[config.mk]
export PLATFORM = sky130hd
export DESIGN_NAME = pipe_hazard_ctrl_flat
export DESIGN_NICKNAME = d
export VERILOG_FILES = /design/src/rtl/pipe_hazard_ctrl_if.sv /design/src/rtl/pipe_hazard_ctrl.sv /design/src/flat_wrapper.sv
export SDC_FILE = /design/constraint.sdc
export NUM_CORES = 1
export LEC_CHECK = 0
export BUFFER_PORTS_ARGS = -buffer_cell sky130_fd_sc_hd__buf_2
export CAP_MARGIN = 40
export CORE_AREA = 2 2 63 65
export CTS_CLUSTER_SIZE = 25
export DETAILED_ROUTE_END_ITERATION = 7
export DIE_AREA = 0 0 65 67
export GPL_TIMING_DRIVEN = 0
export HOLD_SLACK_MARGIN = 0.02
export PLACE_DENSITY = 0.79
export SYNTH_ARGS = -nofsm -noshare
export SYNTH_HDL_FRONTEND = slang
export SYNTH_SLANG_ARGS = --single-unit
[constraint.sdc]
create_clock -name clk -period 4.15 [get_ports clk]
set_clock_uncertainty 0.2 [all_clocks]
set_input_delay 0.2075 -clock clk [delete_from_list [all_inputs] [get_ports clk]]
set_output_delay 0.2075 -clock clk [all_outputs]
set_load 0.02 [all_outputs]
[src/rtl/pipe_hazard_ctrl_if.sv]
// Decode-side hazard control bundle.
// Slave side is the hazard controller; master side drives decode info.
interface pipe_hazard_ctrl_if #(
   parameter int ADDR_W = 4,
   parameter int FW     = 2,
   parameter int CNT_W  = 16
);
   logic              id_valid;
   logic [ADDR_W-1:0] id_src0;
   logic [ADDR_W-1:0] id_src1;
   logic              id_src0_en;
   logic              id_src1_en;
   logic [ADDR_W-1:0] id_dst;
   logic              id_we;
   logic              id_load;
   logic              id_hlt;
   logic              ex_kill;
   logic              ex_we_cancel;
   logic              stall_id;
   logic [FW-1:0]     fwd0;
   logic [FW-1:0]     fwd1;
   logic              halted;
   logic [CNT_W-1:0]  stall_cnt;

   modport master (
      output id_valid, id_src0, id_src1, id_src0_en, id_src1_en,
      output id_dst, id_we, id_load, id_hlt, ex_kill, ex_we_cancel,
      input  stall_id, fwd0, fwd1, halted, stall_cnt
   );

   modport slave (
      input  id_valid, id_src0, id_src1, id_src0_en, id_src1_en,
      input  id_dst, id_we, id_load, id_hlt, ex_kill, ex_we_cancel,
      output stall_id, fwd0, fwd1, halted, stall_cnt
   );
endinterface

[src/rtl/pipe_hazard_ctrl.sv]
// Post-decode hazard tracker: forwarding selects, load-use stall,
// halt drain and saturating stall counter.
module pipe_hazard_ctrl #(
   parameter int P_STAGES = 3,
   parameter int ADDR_W   = 4,
   parameter int LOAD_LAT = 1,
   parameter int CNT_W    = 16
) (
   input logic clk,
   input logic rst_n,
   pipe_hazard_ctrl_if.slave bus
);
   localparam int FW = $clog2(P_STAGES + 1);

   logic [P_STAGES:1] v_q;
   logic [P_STAGES:1] we_q;
   logic [P_STAGES:1] ld_q;
   logic [P_STAGES:1] hlt_q;
   logic [ADDR_W-1:0] dst_q [1:P_STAGES];

   logic             halt_pend_q;
   logic             halted_q;
   logic [CNT_W-1:0] cnt_q;

   logic [FW-1:0] fwd0;
   logic [FW-1:0] fwd1;
   logic          lu0;
   logic          lu1;
   logic          stall;
   logic          issue;
   logic          retire;

   // Youngest matching stage wins: scan oldest to youngest, last hit sticks.
   always_comb begin
      fwd0 = '0;
      fwd1 = '0;
      lu0  = 1'b0;
      lu1  = 1'b0;
      for (int k = P_STAGES; k >= 1; k--) begin
         if (bus.id_src0_en && v_q[k] && we_q[k] &&
             dst_q[k] == bus.id_src0 && bus.id_src0 != '0) begin
            fwd0 = FW'(k);
            lu0  = (k <= LOAD_LAT) && ld_q[k];
         end
         if (bus.id_src1_en && v_q[k] && we_q[k] &&
             dst_q[k] == bus.id_src1 && bus.id_src1 != '0) begin
            fwd1 = FW'(k);
            lu1  = (k <= LOAD_LAT) && ld_q[k];
         end
      end
   end

   assign stall  = bus.id_valid & (lu0 | lu1 | halt_pend_q | halted_q);
   assign issue  = bus.id_valid & ~stall & ~bus.ex_kill;
   assign retire = v_q[P_STAGES] & hlt_q[P_STAGES];

   assign bus.stall_id  = stall;
   assign bus.fwd0      = fwd0;
   assign bus.fwd1      = fwd1;
   assign bus.halted    = halted_q;
   assign bus.stall_cnt = cnt_q;

   // Stage tracker: always shifts, bubble enters when nothing issues.
   always_ff @(posedge clk or negedge rst_n) begin
      if (!rst_n) begin
         v_q   <= '0;
         we_q  <= '0;
         ld_q  <= '0;
         hlt_q <= '0;
         for (int k = 1; k <= P_STAGES; k++) begin
            dst_q[k] <= '0;
         end
      end else begin
         v_q[1]   <= issue;
         we_q[1]  <= issue & bus.id_we;
         ld_q[1]  <= issue & bus.id_load;
         hlt_q[1] <= issue & bus.id_hlt;
         dst_q[1] <= issue ? bus.id_dst : '0;
         v_q[2]   <= v_q[1];
         we_q[2]  <= we_q[1] & ~bus.ex_we_cancel;
         ld_q[2]  <= ld_q[1];
         hlt_q[2] <= hlt_q[1];
         dst_q[2] <= dst_q[1];
         for (int k = 3; k <= P_STAGES; k++) begin
            v_q[k]   <= v_q[k-1];
            we_q[k]  <= we_q[k-1];
            ld_q[k]  <= ld_q[k-1];
            hlt_q[k] <= hlt_q[k-1];
            dst_q[k] <= dst_q[k-1];
         end
      end
   end

   // Halt drain: pending from issue until the halt reaches the last stage.
   always_ff @(posedge clk or negedge rst_n) begin
      if (!rst_n) begin
         halt_pend_q <= 1'b0;
         halted_q    <= 1'b0;
      end else if (retire) begin
         halt_pend_q <= 1'b0;
         halted_q    <= 1'b1;
      end else if (issue && bus.id_hlt) begin
         halt_pend_q <= 1'b1;
      end
   end

   // Stall counter saturates and freezes once the core has halted.
   always_ff @(posedge clk or negedge rst_n) begin
      if (!rst_n) begin
         cnt_q <= '0;
      end else if (stall && !halted_q && !(&cnt_q)) begin
         cnt_q <= cnt_q + 1'b1;
      end
   end
endmodule

[src/flat_wrapper.sv]
// flat-port wrapper written by rule: the top's interface ports become plain ports
module pipe_hazard_ctrl_flat 
#(
   parameter int P_STAGES = 3,
   parameter int ADDR_W   = 4,
   parameter int LOAD_LAT = 1,
   parameter int CNT_W    = 16
)
  (clk, rst_n, bus_id_valid, bus_id_src0, bus_id_src1, bus_id_src0_en, bus_id_src1_en, bus_id_dst, bus_id_we, bus_id_load, bus_id_hlt, bus_ex_kill, bus_ex_we_cancel, bus_stall_id, bus_fwd0, bus_fwd1, bus_halted, bus_stall_cnt);
  pipe_hazard_ctrl_if #(.ADDR_W(ADDR_W), .FW((2)), .CNT_W(CNT_W)) bus_i ();
  input logic clk;
  input logic rst_n;
  input wire logic [$bits(bus_i.id_valid)-1:0] bus_id_valid;
  input wire logic [$bits(bus_i.id_src0)-1:0] bus_id_src0;
  input wire logic [$bits(bus_i.id_src1)-1:0] bus_id_src1;
  input wire logic [$bits(bus_i.id_src0_en)-1:0] bus_id_src0_en;
  input wire logic [$bits(bus_i.id_src1_en)-1:0] bus_id_src1_en;
  input wire logic [$bits(bus_i.id_dst)-1:0] bus_id_dst;
  input wire logic [$bits(bus_i.id_we)-1:0] bus_id_we;
  input wire logic [$bits(bus_i.id_load)-1:0] bus_id_load;
  input wire logic [$bits(bus_i.id_hlt)-1:0] bus_id_hlt;
  input wire logic [$bits(bus_i.ex_kill)-1:0] bus_ex_kill;
  input wire logic [$bits(bus_i.ex_we_cancel)-1:0] bus_ex_we_cancel;
  output wire logic [$bits(bus_i.stall_id)-1:0] bus_stall_id;
  output wire logic [$bits(bus_i.fwd0)-1:0] bus_fwd0;
  output wire logic [$bits(bus_i.fwd1)-1:0] bus_fwd1;
  output wire logic [$bits(bus_i.halted)-1:0] bus_halted;
  output wire logic [$bits(bus_i.stall_cnt)-1:0] bus_stall_cnt;
  assign bus_i.id_valid = bus_id_valid;
  assign bus_i.id_src0 = bus_id_src0;
  assign bus_i.id_src1 = bus_id_src1;
  assign bus_i.id_src0_en = bus_id_src0_en;
  assign bus_i.id_src1_en = bus_id_src1_en;
  assign bus_i.id_dst = bus_id_dst;
  assign bus_i.id_we = bus_id_we;
  assign bus_i.id_load = bus_id_load;
  assign bus_i.id_hlt = bus_id_hlt;
  assign bus_i.ex_kill = bus_ex_kill;
  assign bus_i.ex_we_cancel = bus_ex_we_cancel;
  assign bus_stall_id = bus_i.stall_id;
  assign bus_fwd0 = bus_i.fwd0;
  assign bus_fwd1 = bus_i.fwd1;
  assign bus_halted = bus_i.halted;
  assign bus_stall_cnt = bus_i.stall_cnt;
  pipe_hazard_ctrl #(.P_STAGES(P_STAGES), .ADDR_W(ADDR_W), .LOAD_LAT(LOAD_LAT), .CNT_W(CNT_W)) u_core (.clk(clk), .rst_n(rst_n), .bus(bus_i));
endmodule
# ---- After elaboration in Yosys (flattened, before gate mapping)
# Index checks and enable logic that the tools add are counted.
dict set report totals {
  ff_bits 40
  in_bits 22
  wordCells 75
}
dict set report op_classes {
  add_sub_neg 1
  eq_ne 6
  mux 11
  n_bitwise 14
  reduce_logical 33
}
# op n
set ops {}
lappend ops {{$logic_and A1 B1 Y1} 27}
lappend ops {{$eq A4 B4 Y1} 6}
lappend ops {{$add A16 B1 Y16 const B} 1}
lappend ops {{$reduce_and A16 Y1} 1}
lappend ops {{$mux W2} 6}
lappend ops {{$and A1 B1 Y1} 8}
lappend ops {{$reduce_bool A4 Y1} 2}
lappend ops {{$mux W1} 4}
lappend ops {{$mux W4} 1}
lappend ops {{$not A1 Y1} 3}
lappend ops {{$or A1 B1 Y1} 3}
lappend ops {{$logic_not A1 Y1} 2}
lappend ops {{$reduce_bool A2 Y1} 1}

# ---- Depth between registers and ports, before layout
# Gate-level depths: netlist of the first run.
dict set report depth {
  ltp_word 15
  mapped_depth 7
  depth_no_buf 7
}

# ---- Worst setup path before layout of the first run
# Ideal clock, no wire load.
dict set report synth_timing {
  path_kind {reg-to-reg}
  from {register u_core.dst_q[11] in the netlist's numbering}
  to {register u_core.cnt_q[10], in the netlist u_core.bus.stall_cnt[10]}
  setup_time_ns 0.127
  arrival_time_ns 1.769
  slack_ns 2.053
  stages_incl_launch_ff 7
  path_buffers 0
  synth_period_minus_slack_ns 2.097
  path_cell_list {dfrtp_1 -> xor2_1 -> nor4_2 -> a41oi_2 -> a21o_1 -> nor2_1 -> mux2_1}
}
dict set report synth_via {
  elab_chain_cells 10
}
# item line_no
set synth_lines {}
lappend synth_lines {{start: declaration} pipe_hazard_ctrl.sv:19} ;# logic [ADDR_W-1:0] dst_q [1:P_STAGES];
lappend synth_lines {{start signal: indexed assignment} pipe_hazard_ctrl.sv:89} ;# dst_q[k] <= dst_q[k-1];
lappend synth_lines {{$eq A4 B4 Y1, on equally long branches} {pipe_hazard_ctrl.sv:41, pipe_hazard_ctrl.sv:46}}
lappend synth_lines {{$logic_and A1 B1 Y1, on equally long branches} {pipe_hazard_ctrl.sv:40, pipe_hazard_ctrl.sv:45}}
lappend synth_lines {{$logic_and A1 B1 Y1, on equally long branches} {pipe_hazard_ctrl.sv:41, pipe_hazard_ctrl.sv:46}}
lappend synth_lines {{$mux W1, on equally long branches} {pipe_hazard_ctrl.sv:40, pipe_hazard_ctrl.sv:45}}
lappend synth_lines {{$or A1 B1 Y1 (*) (3 in series)} pipe_hazard_ctrl.sv:53} ;# assign stall = bus.id_valid & (lu0 | lu1 | halt_pend_q | halted_q);
lappend synth_lines {{$and A1 B1 Y1 (*)} pipe_hazard_ctrl.sv:53}
lappend synth_lines {{$logic_and A1 B1 Y1 (*) (2 in series)} pipe_hazard_ctrl.sv:111} ;# end else if (stall && !halted_q && !(&cnt_q)) begin
lappend synth_lines {{end signal: assignment} pipe_hazard_ctrl.sv:112} ;# cnt_q <= cnt_q + 1'b1;
lappend synth_lines {{end: declaration} pipe_hazard_ctrl.sv:23} ;# logic [CNT_W-1:0] cnt_q;
# Every way passes the cells marked *; elsewhere a longest branch is shown, timed or not.
# A chain may end at the register's enable or synchronous reset.

# ---- Worst setup path after layout of the first run
dict set report layout_timing {
  from {register u_core.dst_q[11] in the netlist's numbering}
  to {output bus_stall_id}
}
dict set report layout_via {
  elab_chain_cells 8
}
# item line_no
set layout_lines {}
lappend layout_lines {{$eq A4 B4 Y1, on equally long branches} {pipe_hazard_ctrl.sv:41, pipe_hazard_ctrl.sv:46}}
lappend layout_lines {{$logic_and A1 B1 Y1, on equally long branches} {pipe_hazard_ctrl.sv:40, pipe_hazard_ctrl.sv:45}}
lappend layout_lines {{$logic_and A1 B1 Y1, on equally long branches} {pipe_hazard_ctrl.sv:41, pipe_hazard_ctrl.sv:46}}
lappend layout_lines {{$mux W1, on equally long branches} {pipe_hazard_ctrl.sv:40, pipe_hazard_ctrl.sv:45}}
lappend layout_lines {{$or A1 B1 Y1 (*) (3 in series)} pipe_hazard_ctrl.sv:53}
lappend layout_lines {{$and A1 B1 Y1 (*)} pipe_hazard_ctrl.sv:53}
lappend layout_lines {{end: declaration} flat_wrapper.sv:24} ;# output wire logic [$bits(bus_i.stall_id)-1:0] bus_stall_id;
# Marks and branches as above.

==> run_results.csv, run 1 <==
group,metric,value,unit
synthesis,synth_top_family_by_area,"simple AND/OR/NAND/NOR gates",
critical_path,ff2ff_setup_slack,1.89,ns
final_layout,fin_nets,249,
clock_tree,clock_tree.root_cell,"clkbuf_8",
synthesis,synthAdderAreaFrac,0.643,%
pwr,p_int,0.718,mW
critical_path,crit_type,"flip-flop to primary output",
clock_tree,clock_latency,0.29,ns
critical_path,crit_chain,"xor2_1, nor4_2, a41o_1, o31a_2, buf_2",
critical_path,worstSetupStartpointType,"flip-flop",
timing,fmax,430,MHz
timing,layout_setup_ws,1.82,ns
pwr,leakagePower,1.16,nW
die,io_pins,44,
clock_tree,numCtsBuffers,5,
route,drc_errors,0,
route,ant_nets,0,
synthesis,syn_area_per_cell,11.3,um2
timing,tightest_slew,0.435,ns
synthesis,syn_inst,172,
synthesis,synthesis.nets,195,
pwr,power_switching,0.312,mW
timing,hold_viol_final,0,
clock_tree,cts_tree,"built",
critical_path,required,3.74,ns
clock_tree,htreeDepth,2,
pwr,ir_worst_vdd,0.000256,V
timing,grt_setup_unrepaired,"no",
die,rows,22,
synthesis,yosys.area_share.simple,19.7,%
route,num_vias,1427,
clock_tree,cts_resized,0,
placement,postPlaceCellArea,2210,um2
global_routing,grt_pass1_wl,6290,um
critical_path,path_max_fanout,4,
pwr,power.share.clock,29.7,%
critical_path,crit_path_start,"u_core.dst_q[11]",
global_routing,track_usage,19.6,%
clock_tree,cts_max_path_buffers,2,
synthesis,synth-xor-area-share,16.7,%
global_routing,antenna_found_initial,0,
pwr,power_frac_comb,23.1,%
global_routing,grt_max_degree,40,
timing,fin_crit,2.33,ns
timing,slew_viol_final,0,
timing,setup_tns,0,ns
synthesis,synth_compound_area_share,7.52,%
synthesis,yosysSeqAreaShare,51.4,%
critical_path,r2r_start,"u_core.dst_q[11]",
placement,place_hpwl,2620,um
final_layout,layout.cells.non_filler,275,
timing,setup_viol,0,
final_layout,diodes,0,
final_layout,final_area,2410,um2
clock_tree,path_clk_slew,0.07,ns
global_routing,grt_pass1_vias,1395,
synthesis,synth_mux_area_share,1.74,%
placement,gp_congestion,0.897,
critical_path,r2r_cells,6,
status,outcome,"finished clean",
critical_path,rr_endpoint,"u_core.bus.stall_cnt[12]",
pwr,swShare,30.3,%
critical_path,endpoint_kind,"primary output",
die,start_util,54.0,%
placement,place_ws,1.89,ns
pwr,power_density,427,nW/um2
clock_tree,clock_sinks,40,
timing,finalCritPeriodShare,56.1,%
run,cap_violations,0,
route,wl_per_cell,13.0,um
final_layout,drive_gt1_share,24.2,%
placement,numPlacedInstances,257,
critical_path,cp.arrival,1.92,ns
synthesis,synth_seq_cells,40,
route,dr.first_iter.drc_count,62,
die,fp.dieH,67,um
die,die_area,4360,um2
route,routed_wl,3580,um
die,core_region_area,3610,um2
final_layout,area.growth.synth_to_final,24.1,%
hold_path,worst_hold_path_type,"primary input to async pin",
die,fp.dieW,65,um
timing,relSlewSlack,70.6,%
synthesis,syn_area,1950,um2
synthesis,yosys_warnings,0,
global_routing,grt-ovfl-total,0,
route,dr.pass1.iters,4,
synthesis,synth_cell_types,33,
critical_path,max_stage_delay,0.42,ns
route,vias_per_cell,5.19,
placement,io_buffers,36,
pwr,p_seq_share,47.2,%
critical_path,cp_slowest_cell,"dfrtp_1",
-- power by group through the flow --
stage	Sequential [mW]	Clock (mW)	Combinational [mW]
after global routing	0.496	0.333	0.267
final	0.486	0.306	0.238
after CTS	0.487	0.312	0.241
after global placement	0.492	0	0.225
after floorplan	0.523	0	0.122
after detailed placement	0.494	0	0.232
-- cell type report --
cell class / count / area [um2]
fill: 282 / 1190
sequential: 40 / 1000
multi-input combinational: 125 / 900
timing repair buffer: 47 / 300
clock buffer: 6 / 72.6
tap: 48 / 60.1
buffer: 7 / 45.0
clock inverter: 2 / 35.0
-- state kept, by name, summed over array words and instances (netlist names) --
register	flops
u_core.halt_pend_q	1
u_core.we_q	3
u_core.bus.halted	1
u_core.dst_q	12
u_core.ld_q	1
u_core.hlt_q	3
u_core.bus.stall_cnt	16
u_core.v_q	3
-- worst max-delay path by stage --
stage	endpoint
6_report	bus_stall_id
5_1_grt	bus_stall_id
4_1_cts	bus_stall_id
3_5_place_dp	u_core.bus.stall_cnt[12]
3_3_place_gp	u_core.bus.stall_cnt[12]
2_1_floorplan	u_core.bus.stall_cnt[10]
-- synth_stat cells --
cell	count	area share [%]
a41oi_2	1	0.84
nand3_1	8	2.1
a21boi_0	2	0.77
nor4_4	1	1.1
and3_1	5	1.6
clkbuf_1	4	0.77
nor4_1	1	0.32
nor2_1	8	1.5
o41ai_1	2	0.90
buf_6	2	1.2
o31a_2	1	0.51
dfrtp_1	40	51
nand2b_1	3	0.96
a2bb2oi_2	1	0.77
a21oi_1	1	0.26
nand2_1	16	3.1
a211oi_1	1	0.39
nor4_2	2	1.3
and2_1	6	1.9
nand4_1	10	3.2
nor2b_1	1	0.32
a21boi_4	1	0.96
o21ai_0	1	0.26
ha_1	1	0.64
mux2_1	3	1.7
xor2_1	17	7.7
a41o_1	1	0.51
nor3_1	7	1.8
o41a_1	1	0.58
a21o_1	2	0.77
buf_4	1	0.39
and2_4	1	0.45
xnor2_1	20	9.0
-- worst max-delay path, delay by kind of cell (launching register included) --
kind	cells	cell delay, ns
compound gates	2	0.47
xor+xnor	1	0.18
buf+inv	1	0.15
flops	1	0.42
simple gates	1	0.40
-- metrics by stage --
step / hold slack [ns] / utilization [%] / total power, mW
floorplan: -0.288 / - / 0.645
CTS: 0.0298 / 66.9 / 1.04
global placement: 0.133 / 60.6 / 0.717
detailed placement: -0.190 / 61.2 / 0.727
global route: 0.0311 / 66.9 / 1.10
finish: 0.0395 / 66.9 / 1.03
-- routing by layer --
metal / global-route usage (%) / wire [um] / vias to the layer above
met5: 0 / 0 / -
met4: 7.45 / 45 / 0
met3: 6.59 / 165 / 7
met2: 31.1 / 1610 / 32
met1: 24.8 / 1760 / 683
li1: - / - / 705
-- cell usage in the layout (no fill, tap or decap) --
cell type | netlist | final
o21ai_0 | 1 | 1
clkbuf_8 | 0 | 5
buf_2 | 0 | 36
and2_4 | 1 | 1
clkinv_2 | 0 | 1
a211oi_1 | 1 | 1
buf_6 | 2 | 2
a21oi_1 | 1 | 1
dlygate4sd3_1 | 0 | 10
a21boi_4 | 1 | 1
a2bb2oi_2 | 1 | 1
nor2_1 | 8 | 8
and3_1 | 5 | 5
dfrtp_1 | 40 | 40
nor4_1 | 1 | 1
and2_1 | 6 | 6
nand2b_1 | 3 | 3
nor3_1 | 7 | 7
nand4_1 | 10 | 10
o31a_2 | 1 | 1
a41o_1 | 1 | 1
nor4_2 | 2 | 2
nor2b_1 | 1 | 1
nand3_1 | 8 | 8
o41a_1 | 1 | 1
a21boi_0 | 2 | 2
o41ai_1 | 2 | 2
clkbuf_1 | 4 | 5
bufinv_16 | 0 | 1
xnor2_1 | 20 | 20
mux2_1 | 3 | 3
nand2_1 | 16 | 16
ha_1 | 1 | 1
nor4_4 | 1 | 1
buf_12 | 0 | 1
xor2_1 | 17 | 17
a21o_1 | 2 | 2
a41oi_2 | 1 | 1
buf_4 | 1 | 1
-- repair_timing --
item                      in CTS  in global routing
buffers inserted               0                  0
hold buffers                  10                  0
hold endpoints to repair      49                  0
-- logic make-up (layout without fill, tap and decap cells) --
kind of cell,count (synthesis),in the layout
and+or+nand+nor,69,69
DFF,40,40
xor gates and xnor gates,37,37
AOI/OAI and AO/OA,15,15
buffers and inverters,7,62
muxes,3,3
adders and majority gates,1,1
No activity file was read; power rests on OpenSTA's default activity.
==> run 2, diff against run 1 <==
--- a/config.mk
+++ b/config.mk
@@ -5,15 +5,16 @@
 export SDC_FILE = /design/constraint.sdc
 export NUM_CORES = 1
 export LEC_CHECK = 0
+export ABC_AREA = 1
 export BUFFER_PORTS_ARGS = -buffer_cell sky130_fd_sc_hd__buf_2
 export CAP_MARGIN = 40
-export CORE_AREA = 2 2 63 65
+export CORE_AREA = 2 2 68 70
 export CTS_CLUSTER_SIZE = 25
 export DETAILED_ROUTE_END_ITERATION = 7
-export DIE_AREA = 0 0 65 67
+export DIE_AREA = 0 0 70 72
 export GPL_TIMING_DRIVEN = 0
 export HOLD_SLACK_MARGIN = 0.02
-export PLACE_DENSITY = 0.79
+export PLACE_DENSITY = 0.77
 export SYNTH_ARGS = -nofsm -noshare
 export SYNTH_HDL_FRONTEND = slang
 export SYNTH_SLANG_ARGS = --single-unit
==> constraint.sdc (replaced) <==
create_clock -name clk -period 2.36 [get_ports clk]
set_clock_uncertainty 0.2 [all_clocks]
set_input_delay 0.118 -clock clk [delete_from_list [all_inputs] [get_ports clk]]
set_output_delay 0.118 -clock clk [all_outputs]
set_load 0.02 [all_outputs]
==> run_results.csv, run 2 <==
group,metric,value,unit
global_routing,track_usage,22.4,%
route,num_vias,2041,
global_routing,grt_max_degree,32,
timing,slew_viol_final,0,
timing,tightest_slew,0.519,ns
route,drc_errors,0,
global_routing,grt-ovfl-total,0,
timing,finalCritPeriodShare,90.1,%
final_layout,fill_cells,372,
synthesis,synth_top_area_share,43.7,%
timing,relSlewSlack,65.3,%
clock_tree,cts_tree,"built",
placement,place_hpwl,3690,um
timing,fmax,470,MHz
clock_tree,clock_sinks,40,
critical_path,path_max_fanout,10,
die,fp.dieH,72,um
placement,numPlacedInstances,381,
pwr,power_density,590,nW/um2
synthesis,synth.most_common_cell,"nand2_1",
clock_tree,cts_max_path_buffers,2,
pwr,finalPower,1.67,mW
critical_path,worstSetupStartpointType,"flip-flop",
route,dr.pass1.iters,4,
timing,grt_setup_unrepaired,"no",
global_routing,antenna_found_initial,0,
global_routing,grt_pass1_wl,8960,um
clock_tree,numCtsBuffers,5,
final_layout,drive_gt1_share,23.9,%
clock_tree,clock_tree.root_cell,"clkbuf_8",
final_layout,final_common_cell,"nand2_1",
synthesis,yosysTopAreaCell,"dfrtp_1",
timing,fin_crit,2.13,ns
synthesis,ys.flop_type,"dfrtp_1",
final_layout,diodes,0,
clock_tree,path_clk_slew,0.08,ns
synthesis,syn_area_per_cell,8.01,um2
synthesis,yosys_warnings,0,
final_layout,layout.cells.non_filler,400,
die,io_pins,44,
route,dr.first_iter.drc_count,113,
run,cap_violations,0,
critical_path,rr_endpoint,"u_core.bus.stall_cnt[5]",
critical_path,crit_type,"flip-flop to flip-flop",
synthesis,synthArstFlopShare,100,%
critical_path,required,2.39,ns
pwr,leakagePower,1.54,nW
timing,setup_viol,0,
final_layout,fin_nets,370,
synthesis,synth_cell_types,30,
final_layout,final_cell_mix,"nand2_1, buf_2, dfrtp_1, inv_1, nor2_1",
status,outcome,"finished clean",
route,ant_nets,0,
synthesis,yosysSeqAreaShare,43.7,%
final_layout,largest_register_ffs,16,
synthesis,synthTopCellsByArea,"dfrtp_1, nand2_1, inv_1",
final_layout,area.growth.synth_to_final,23.2,%
clock_tree,clock_latency,0.29,ns
timing,setup_tns,0,ns
die,fp.dieW,70,um
die,rows,24,
placement,gp_congestion,0.849,
synthesis,synthesis.nets,309,
synthesis,syn_area,2290,um2
route,wl_per_cell,12.8,um
critical_path,r2r_start,"u_core.bus.stall_cnt[0]",
synthesis,syn_inst,286,
die,core_region_area,4260,um2
die,die_area,5040,um2
synthesis,synth_edf_count,0,
hold_path,worst_hold_path_type,"primary input to async pin",
synthesis,synth_seq_cells,40,
timing,holdWs,0.0213,ns
critical_path,r2r_cells,9,
timing,hold_viol_final,0,
route,routed_wl,5120,um
clock_tree,htreeDepth,2,
route,vias_per_cell,5.10,
synthesis,synth_common_cells,"nand2_1, dfrtp_1, inv_1",
critical_path,ff2ff_setup_slack,0.23,ns
die,start_util,53.8,%
placement,io_buffers,42,
pwr,ir_worst_vdd,0.000408,V
global_routing,grt_pass1_vias,2060,
critical_path,endpoint_kind,"flip-flop",
critical_path,cp.arrival,2.16,ns
==> run 2: cell types whose count changed after synthesis, sizes merged, moves of 5 or more <==
cell	delta
and3	-5
inv	+39
xnor2	-9
nand2	+68
nand4	+12
nor2	+30
and2	-7
==> run 2: cell families after synthesis <==
group | count (synthesis) | share of synthesized area, %
xor gates and xnor gates | 25 | 9.55
AOI/OAI and AO/OA | 8 | 2.57
buffers and inverters | 45 | 8.08
DFF | 40 | 43.7
and+or+nand+nor | 167 | 35.6
adders and majority gates | 1 | 0.546
==> run 2: cell type report <==
| class | count | area, um2 | area share [%] |
|---|---|---|---|
| clock inverter | 1 | 30.0 | 1.06 |
| clock buffer | 7 | 96.3 | 3.41 |
| sequential | 40 | 1000 | 35.4 |
| tap | 52 | 65.1 | 2.30 |
| buffer | 6 | 38.8 | 1.37 |
| timing repair buffer | 54 | 340 | 12.1 |
| inverter | 39 | 146 | 5.18 |
| multi-input combinational | 201 | 1110 | 39.2 |
==> run 2: what timing repair did <==
item | in CTS | in global routing
endpoints found under the hold margin | 55 | 0
hold buffers | 11 | 0
resized for setup | 0 | 0
buffers inserted | 0 | 0
==> run 2: per-layer routing <==
metal  up-vias  wire length, um  track usage [%]
met2        57             2560             39.8
met1       959             2200             26.2
li1       1015                -                -
met5         -                0                0
met3        10              264             4.31
met4         0               93             11.1
==> run 2: per-stage QoR <==
stage	util (%)	worst slack, ns	area [um2]
2_1_floorplan	-	0.391	2290
3_3_place_gp	60.2	0.304	2570
3_5_place_dp	60.7	0.276	2590
4_1_cts	66.2	0.248	2820
5_1_grt	66.2	0.0542	2820
6_report	66.2	0.233	2820
==> run 2: how the worst max path moves through the flow <==
stage / startpoint / endpoint / slack, ns / cells after the start
after floorplan: u_core.bus.stall_cnt[0] / u_core.bus.stall_cnt[11] / 0.39 / 10
after global placement: u_core.bus.stall_cnt[0] / u_core.bus.stall_cnt[12] / 0.30 / 10
after detailed placement: u_core.bus.stall_cnt[0] / u_core.bus.stall_cnt[12] / 0.28 / 10
after CTS: u_core.dst_q[8] / u_core.halt_pend_q / 0.25 / 10
after global routing: u_core.bus.stall_cnt[0] / u_core.bus.stall_cnt[4] / 0.05 / 9
final: u_core.bus.stall_cnt[0] / u_core.bus.stall_cnt[5] / 0.23 / 9
==> run 2: where the power goes <==
group | switching, mW | internal [mW]
clock | 0.241 | 0.373
combinational | 0.165 | 0.117
sequential | 0.0493 | 0.721
total | 0.455 | 1.21
==> run 2: worst max-delay path, cell delays in order, from the launching register on <==
cell,delay [ns]
dfrtp_1,0.44
ha_1,0.26
nand3_1,0.20
nor2_4,0.07
nand3_2,0.09
nor2_4,0.04
a21oi_4,0.25
buf_2,0.29
nand4_1,0.12
nand2_1,0.09
